## src/rtl/video_timing_gen_if.sv

```systemverilog
// Video output bundle from the timing generator.
// Master drives sync/DE/colour/position; slave observes.
interface video_timing_gen_if;
    logic        video_HS;
    logic        video_VS;
    logic        video_DE;
    logic [23:0] video_RGB;
    logic [10:0] pix_x;
    logic [9:0]  pix_y;
    logic        frame_start;

    modport master (
        output video_HS,
        output video_VS,
        output video_DE,
        output video_RGB,
        output pix_x,
        output pix_y,
        output frame_start
    );

    modport slave (
        input video_HS,
        input video_VS,
        input video_DE,
        input video_RGB,
        input pix_x,
        input pix_y,
        input frame_start
    );
endinterface

```

## src/rtl/video_timing_gen.sv

```systemverilog
// Raster timing generator with built-in test patterns.
// All outputs are registered one cycle behind the h/v counters.
module video_timing_gen #(
    parameter int HDISP  = 800,
    parameter int HFP    = 40,
    parameter int HPULSE = 48,
    parameter int HBP    = 40,
    parameter int VDISP  = 480,
    parameter int VFP    = 13,
    parameter int VPULSE = 3,
    parameter int VBP    = 29
) (
    input  logic               pixel_clk,
    input  logic               pixel_rst_n,
    input  logic [1:0]         pattern_sel,
    video_timing_gen_if.master vid
);

    localparam int H_TOTAL = HDISP + HFP + HPULSE + HBP;
    localparam int V_TOTAL = VDISP + VFP + VPULSE + VBP;

    localparam logic [10:0] H_LAST   = 11'(H_TOTAL - 1);
    localparam logic [10:0] H_DISP   = 11'(HDISP);
    localparam logic [10:0] H_SYNC_S = 11'(HDISP + HFP);
    localparam logic [10:0] H_SYNC_E = 11'(HDISP + HFP + HPULSE);
    localparam logic [10:0] BAR_W    = 11'(HDISP / 8);
    localparam logic [9:0]  V_LAST   = 10'(V_TOTAL - 1);
    localparam logic [9:0]  V_DISP   = 10'(VDISP);
    localparam logic [9:0]  V_SYNC_S = 10'(VDISP + VFP);
    localparam logic [9:0]  V_SYNC_E = 10'(VDISP + VFP + VPULSE);

    logic [10:0] r_hcnt;
    logic [9:0]  r_vcnt;
    logic [1:0]  r_pat_q;

    logic        w_h_wrap;
    logic        w_v_wrap;
    logic        w_frame0;
    logic        w_de;
    logic        w_hs;
    logic        w_vs;
    logic [1:0]  w_pat;
    logic [2:0]  w_bar_idx;
    logic [23:0] w_rgb;

    assign w_h_wrap = (r_hcnt == H_LAST);
    assign w_v_wrap = (r_vcnt == V_LAST);
    assign w_frame0 = (r_hcnt == 11'd0) && (r_vcnt == 10'd0);

    // Decode the current raster position into sync, enable and colour.
    always_comb begin
        w_de      = (r_hcnt < H_DISP) && (r_vcnt < V_DISP);
        w_hs      = !((r_hcnt >= H_SYNC_S) && (r_hcnt < H_SYNC_E));
        w_vs      = !((r_vcnt >= V_SYNC_S) && (r_vcnt < V_SYNC_E));
        // First pixel of a frame already uses the pattern being latched.
        w_pat     = w_frame0 ? pattern_sel : r_pat_q;
        w_bar_idx = 3'(3'd7 - 3'(r_hcnt / BAR_W));
        w_rgb     = 24'h000000;
        unique case (w_pat)
            2'd0: begin
                if ((r_hcnt[3:0] == 4'd0) || (r_vcnt[3:0] == 4'd0))
                    w_rgb = 24'hFFFFFF;
            end
            2'd1: w_rgb = {{8{w_bar_idx[2]}},
                           {8{w_bar_idx[1]}},
                           {8{w_bar_idx[0]}}};
            2'd2: w_rgb = {r_hcnt[7:0], r_vcnt[7:0], 8'h00};
            2'd3: w_rgb = 24'h000000;
        endcase
        if (!w_de)
            w_rgb = 24'h000000;
    end

    // Horizontal and vertical raster counters.
    always_ff @(posedge pixel_clk or negedge pixel_rst_n) begin
        if (!pixel_rst_n) begin
            r_hcnt <= 11'd0;
            r_vcnt <= 10'd0;
        end else if (w_h_wrap) begin
            r_hcnt <= 11'd0;
            r_vcnt <= w_v_wrap ? 10'd0 : r_vcnt + 10'd1;
        end else begin
            r_hcnt <= r_hcnt + 11'd1;
        end
    end

    // Pattern select only changes on a frame boundary.
    always_ff @(posedge pixel_clk or negedge pixel_rst_n) begin
        if (!pixel_rst_n)
            r_pat_q <= 2'd0;
        else if (w_frame0)
            r_pat_q <= pattern_sel;
    end

    // Register every output one cycle behind the counters.
    always_ff @(posedge pixel_clk or negedge pixel_rst_n) begin
        if (!pixel_rst_n) begin
            vid.video_HS    <= 1'b1;
            vid.video_VS    <= 1'b1;
            vid.video_DE    <= 1'b0;
            vid.video_RGB   <= 24'h000000;
            vid.pix_x       <= 11'd0;
            vid.pix_y       <= 10'd0;
            vid.frame_start <= 1'b0;
        end else begin
            vid.video_HS    <= w_hs;
            vid.video_VS    <= w_vs;
            vid.video_DE    <= w_de;
            vid.video_RGB   <= w_rgb;
            vid.pix_x       <= w_de ? r_hcnt : 11'd0;
            vid.pix_y       <= w_de ? r_vcnt : 10'd0;
            vid.frame_start <= w_frame0;
        end
    end

endmodule

```

## src/flat_wrapper.sv

```systemverilog
// flat-port wrapper written by rule: the top's interface ports become plain ports
module video_timing_gen_flat 
#(
    parameter int HDISP  = 800,
    parameter int HFP    = 40,
    parameter int HPULSE = 48,
    parameter int HBP    = 40,
    parameter int VDISP  = 480,
    parameter int VFP    = 13,
    parameter int VPULSE = 3,
    parameter int VBP    = 29
)
  (pixel_clk, pixel_rst_n, pattern_sel, vid_video_HS, vid_video_VS, vid_video_DE, vid_video_RGB, vid_pix_x, vid_pix_y, vid_frame_start);
  video_timing_gen_if vid_i ();
  input  logic pixel_clk;
  input  logic pixel_rst_n;
  input  logic [1:0] pattern_sel;
  output wire logic [$bits(vid_i.video_HS)-1:0] vid_video_HS;
  output wire logic [$bits(vid_i.video_VS)-1:0] vid_video_VS;
  output wire logic [$bits(vid_i.video_DE)-1:0] vid_video_DE;
  output wire logic [$bits(vid_i.video_RGB)-1:0] vid_video_RGB;
  output wire logic [$bits(vid_i.pix_x)-1:0] vid_pix_x;
  output wire logic [$bits(vid_i.pix_y)-1:0] vid_pix_y;
  output wire logic [$bits(vid_i.frame_start)-1:0] vid_frame_start;
  assign vid_video_HS = vid_i.video_HS;
  assign vid_video_VS = vid_i.video_VS;
  assign vid_video_DE = vid_i.video_DE;
  assign vid_video_RGB = vid_i.video_RGB;
  assign vid_pix_x = vid_i.pix_x;
  assign vid_pix_y = vid_i.pix_y;
  assign vid_frame_start = vid_i.frame_start;
  video_timing_gen #(.HDISP(HDISP), .HFP(HFP), .HPULSE(HPULSE), .HBP(HBP), .VDISP(VDISP), .VFP(VFP), .VPULSE(VPULSE), .VBP(VBP)) u_core (.pixel_clk(pixel_clk), .pixel_rst_n(pixel_rst_n), .pattern_sel(pattern_sel), .vid(vid_i));
endmodule
```

## config.mk

```make
export PLATFORM = sky130hd
export DESIGN_NAME = video_timing_gen_flat
export DESIGN_NICKNAME = d
export VERILOG_FILES = /design/src/rtl/video_timing_gen_if.sv /design/src/rtl/video_timing_gen.sv /design/src/flat_wrapper.sv
export SDC_FILE = /design/constraint.sdc
export NUM_CORES = 1
export LEC_CHECK = 0
export CAP_MARGIN = 20
export CORE_UTILIZATION = 25
export DETAILED_ROUTE_END_ITERATION = 8
export SYNTH_ARGS = -nofsm -noshare
export SYNTH_HDL_FRONTEND = slang
export SYNTH_SLANG_ARGS = --single-unit
```

## constraint.sdc

```tcl
create_clock -name pixel_clk -period 8.2 [get_ports pixel_clk]
set_input_delay 1.64 -clock pixel_clk [delete_from_list [all_inputs] [get_ports pixel_clk]]
set_output_delay 1.64 -clock pixel_clk [all_outputs]
set_load 0.1 [all_outputs]
```

# [Word level (Yosys, flattened, before mapping)]
# Cells that the tools add are included.
[classes] add_sub_neg=3 div_mod_pow=1 magnitude_cmp=6 eq_ne=5 n_mux=8 n_reduce_logical=12
[ops] op="one-hot mux 24 bit (4 select lines)" count=1
[ops] op="two-way mux 24 bit" count=2
[ops] op="less-than comparator 11 x 10 -> 1 bit (second input constant)" count=2
[ops] op="two-way mux 11 bit" count=2
[ops] op="less-than comparator 10 x 9 -> 1 bit (second input constant)" count=2
[ops] op="two-way mux 10 bit" count=2
[ops] op="adder 11 x 1 -> 11 bit (second input constant)" count=1
[ops] op="divider 11 x 7 -> 11 bit (second input constant)" count=1
[ops] op="== test 11 x 10 -> 1 bit (second input constant)" count=1
[ops] op="greater-or-equal comparator 11 x 10 -> 1 bit (second input constant)" count=1
[ops] op="zero test 11 bit" count=1
[ops] op="adder 10 x 1 -> 10 bit (second input constant)" count=1
[ops] op="== test 10 bit (second input constant)" count=1
[ops] op="greater-or-equal comparator 10 x 9 -> 1 bit (second input constant)" count=1
[ops] op="zero test 10 bit" count=1
[ops] op="zero test 4 bit" count=2
[ops] op="== test 2 bit (second input constant)" count=2
[ops] op="logical AND 1 bit" count=4
[ops] op="subtractor 3 bit (first input constant)" count=1
[ops] op="== test 2 x 1 -> 1 bit (second input constant)" count=1
[ops] op="zero test 1 bit" count=2
[ops] op="zero test 2 bit" count=1
[ops] op="two-way mux 2 bit" count=1
[ops] op="logical OR 1 bit" count=1
[word_totals] register_bits=72 inputBits=4 output_inout_bits=49

# [Depth between registers and ports, before layout]
[depth] depth_word=6 mapped_depth=9

# [Least setup slack after synthesis]
# Ideal clock, no wire load.
[synth_path] path_kind="register to output" start="register, netlist name u_core.vid.video_RGB[7]" end="output port vid_video_RGB[1]" arrival_time_ns=1.424 required_time_ns=6.560 slack_ns=5.136 stages_incl_launch_ff=2 path_buffers=1 cell_sequence="dfrtp_1 buf_4"
[synth_rtl] element="to (decl)" line="flat_wrapper.sv:21" text="output wire logic [$bits(vid_i.video_RGB)-1:0] vid_video_RGB;"

# [Final worst setup path]
[layout_path] start="register u_core.r_hcnt[10]" end="register u_core.vid.video_RGB[7]"
[layout_between] elab_chain_cells=6
[layout_lines] element="from (decl)" line="video_timing_gen.sv:32" text="logic [10:0] r_hcnt;"
[layout_lines] element="from (signal assigned)" line="video_timing_gen.sv:83" text="r_hcnt <= r_hcnt + 11'd1;"
[layout_lines] element="parallel branches: the longest is 5 deep, another holds divider 11 x 7 -> 11 bit"
[layout_lines] element="two-way mux 24 bit (*)" line="video_timing_gen.sv:70" text="if (!w_de)"
[layout_lines] element="to (signal assigned)" line="video_timing_gen.sv:109" text="vid.video_RGB <= w_rgb;"
[layout_lines] element="to (decl)" line="video_timing_gen_if.sv:16" text="output video_RGB,"
# Every way passes the cells marked *.
# A chain may end at the register's enable or synchronous reset.

==> impl_metrics.env <==
export IMPL_status="finished clean"
export IMPL_fillers=1274
export IMPL_clock_sinks=65
export IMPL_dieArea_um2=13680
export IMPL_yosys_area_top_type="dfrtp_1"
export IMPL_final_max_slew_viol_count=0
export IMPL_synth_edf_count=0
export IMPL_setup_violations=0
export IMPL_swShare_pct=24.96
export IMPL_p_int_mw=0.6032
export IMPL_ys_top_cells_by_area="dfrtp_1, nor2_1, xnor2_1, nand2_1, a21oi_1"
export IMPL_grt_max_degree=66
export IMPL_finalWirelength_um=7844
export IMPL_cpMaxStageDelayCell="mux2i_1"
export IMPL_rows=41
export IMPL_ir_worst_vdd_mv=0.1113
export IMPL_max_freq_mhz=273.8
export IMPL_synthArstFlopShare_pct=100.0
export IMPL_grt_pass1_wl_um=12650
export IMPL_grt_ovfl_total=0
export IMPL_drtIter0Drc=170
export IMPL_via_count=2636
export IMPL_power_leakage_nw=1.740
export IMPL_fin_nets=389
export IMPL_cts_hold_buffers=0
export IMPL_yosys_warnings=0
export IMPL_core_um2=12770
export IMPL_synthFlopType="dfrtp_1"
export IMPL_synthToLayoutAreaGrowth_pct=28.07
export IMPL_hpwl_um=5355
export IMPL_grt_setup_unrepaired="no"
export IMPL_finalHoldViolCount=0
export IMPL_synth_seq_cells=65
export IMPL_cts_setup_buffers=0
export IMPL_mostFrequentLayoutCell="dfrtp_1"
export IMPL_power_switching_mw=0.2006
export IMPL_firstDrtPassIters=4
export IMPL_synth_avg_cell_area_um2=9.802
export IMPL_avgRoutedWirePerCell_um=14.11
export IMPL_cts_root_buf="clkbuf_16"
export IMPL_placed_cell_area_um2=3916
export IMPL_cts_resized=0
export IMPL_drive_gt1_share_pct=8.333
export IMPL_clkTransAtPathRegs_ns=0.05
export IMPL_slew_headroom_pct=24.24
export IMPL_path_buf_inv=0
export IMPL_power_frac_comb_pct=10.6
export IMPL_die_x_um=116.9
export IMPL_clock_path_buffers=2
export IMPL_synth_seq_area_share_pct=49.32
export IMPL_setup_worst_path_class="flop to flop"
export IMPL_max_cap_violations=0
export IMPL_synth_area_um2=3303
export IMPL_end_kind="flop"
export IMPL_gp_congestion=0.8185
export IMPL_crit_path_max_incr_delay_ns=0.91
export IMPL_io_buffers=52
export IMPL_antenna_found_initial=0
export IMPL_seq_power_share_pct=41.0
export IMPL_crit_path_start_kind="flop"
export IMPL_hold_path_class="flop to flop"
export IMPL_fp_dieH_um=116.9
export IMPL_cp_required_ns=8.40
export IMPL_synth_cells=337
export IMPL_crit_chain="or4_1, nor4_2, nand4_1, mux2i_1, a21boi_1, nand2_1, a221oi_1, and3_1"
export IMPL_cts_htree_levels=3
export IMPL_cp_max_fo=25
export IMPL_critPathArrivalTime_ns=3.85
export IMPL_clk_latency_ns=0.32
export IMPL_fin_crit_ns=3.653
export IMPL_crit_family="simple AND/OR/NAND/NOR gates"
export IMPL_tns_ns=0
export IMPL_cts_buffers_inserted=9
export IMPL_n_antenna_cell=0
export IMPL_pwr_density_cell_nw_per_um2=190.0
export IMPL_p_clk_share_pct=48.5
export IMPL_start_util_pct=25.86
export IMPL_finalCritPeriodShare_pct=44.55
export IMPL_fin_skew_ns=0.009530
export IMPL_ios=53
export IMPL_grt_use_total_pct=12.23
export IMPL_tightest_slew_ns=1.105
export IMPL_first_global_vias=2408
export IMPL_ant_nets=0
export IMPL_netlist_area_leader_share_pct=47.73
export IMPL_final_cell_mix="dfrtp_1, clkdlybuf4s50_1, nor2_1, nand2_1, a21oi_1"
export IMPL_netlist_cell_type_count=66
export IMPL_drc=0
export IMPL_cts_tree="yes"
export IMPL_vias_per_cell=4.741
export IMPL_fin_area_um2=4230
-- cell usage after synthesis, types with 3 or more instances --
master / n
a21oi_1: 18
and2_1: 12
and3_1: 5
buf_2: 7
buf_4: 7
clkbuf_1: 10
dfrtp_1: 63
ha_1: 6
inv_1: 11
nand2_1: 25
nand2b_1: 3
nand3_1: 10
nor2_1: 32
nor3_1: 10
nor4_1: 14
o21a_1: 9
o21ai_0: 13
or3_1: 6
or4_1: 3
xnor2_1: 12
xor2_1: 3
-- stage by stage --
step | hold WS, ns | util (%) | cells | total power, mW | setup slack, ns
final | 0.5136 | 33.12 | 556 | 0.8039 | 4.547
after floorplan | 0.4712 | - | 338 | 0.3983 | 5.136
after detailed placement | 0.5113 | 30.66 | 539 | 0.4204 | 4.340
after global placement | 0.5063 | 30.66 | 539 | 0.4200 | 4.412
after global routing | 0.5541 | 33.12 | 556 | 0.8261 | 4.280
after CTS | 0.5224 | 33.08 | 555 | 0.8113 | 4.576
-- registers in the layout (all words and copies together) (netlist names) --
name                    flops
u_core.vid.video_RGB       17
u_core.vid.pix_x           11
u_core.r_pat_q              2
u_core.vid.video_HS         1
u_core.vid.frame_start      1
u_core.vid.video_DE         1
u_core.vid.video_VS         1
u_core.r_vcnt              10
u_core.r_hcnt              11
u_core.vid.pix_y           10
-- final timing paths --
check / from / to / slack, ns / depth (start not counted)
min in group asynchronous: pixel_rst_n / u_core.r_hcnt[8] / 1.47 / 2
max in group asynchronous: pixel_rst_n / u_core.r_hcnt[2] / 6.17 / 2
hold / removal: u_core.r_vcnt[8] / u_core.r_vcnt[8] / 0.51 / 1
setup reg to reg: u_core.r_hcnt[10] / u_core.vid.video_RGB[7] / 4.55 / 8
setup / recovery: u_core.r_hcnt[10] / u_core.vid.video_RGB[7] / 4.55 / 8
hold reg to reg: u_core.r_vcnt[8] / u_core.r_vcnt[8] / 0.51 / 1
-- cell type report --
type	instances	area, um^2	share of cell area, %
Sequential cell	65	1629	38.51
Clock buffer	14	274.0	6.477
Multi-Input combinational cell	234	1489	35.20
Inverter	14	52.55	1.242
Timing Repair Buffer	55	535.5	12.66
Clock inverter	2	35.03	0.8282
Tap cell	172	215.2	5.087
-- power by group through the flow --
| stage | clock network, mW | registers [mW] | logic, mW |
|---|---|---|---|
| 3_3_place_gp | 0 | 0.335 | 0.0854 |
| 2_1_floorplan | 0 | 0.374 | 0.0245 |
| 4_1_cts | 0.396 | 0.329 | 0.0859 |
| 6_report | 0.390 | 0.329 | 0.0850 |
| 3_5_place_dp | 0 | 0.335 | 0.0857 |
| 5_1_grt | 0.407 | 0.330 | 0.0896 |
-- kinds of logic after synthesis --
| logic type | synth area share [%] |
|---|---|
| and+or+nand+nor | 21.59 |
| AOI/OAI and AO/OA | 16.40 |
| DFF | 49.32 |
| buffers and inverters | 5.720 |
| xor gates and xnor gates | 3.977 |
| adders and majority gates | 2.273 |
| muxes | 0.6061 |
| other | 0.1135 |
-- routing by layer --
| metal | wire, um | track usage [%] | vias up |
|---|---|---|---|
| li1 | - | - | 1287 |
| met1 | 4047 | 18.20 | 1247 |
| met2 | 3188 | 16.88 | 92 |
| met3 | 489 | 3.193 | 10 |
| met4 | 119 | 4.304 | 0 |
| met5 | 0 | 0 | - |
No activity file was read; power rests on OpenSTA's default activity.
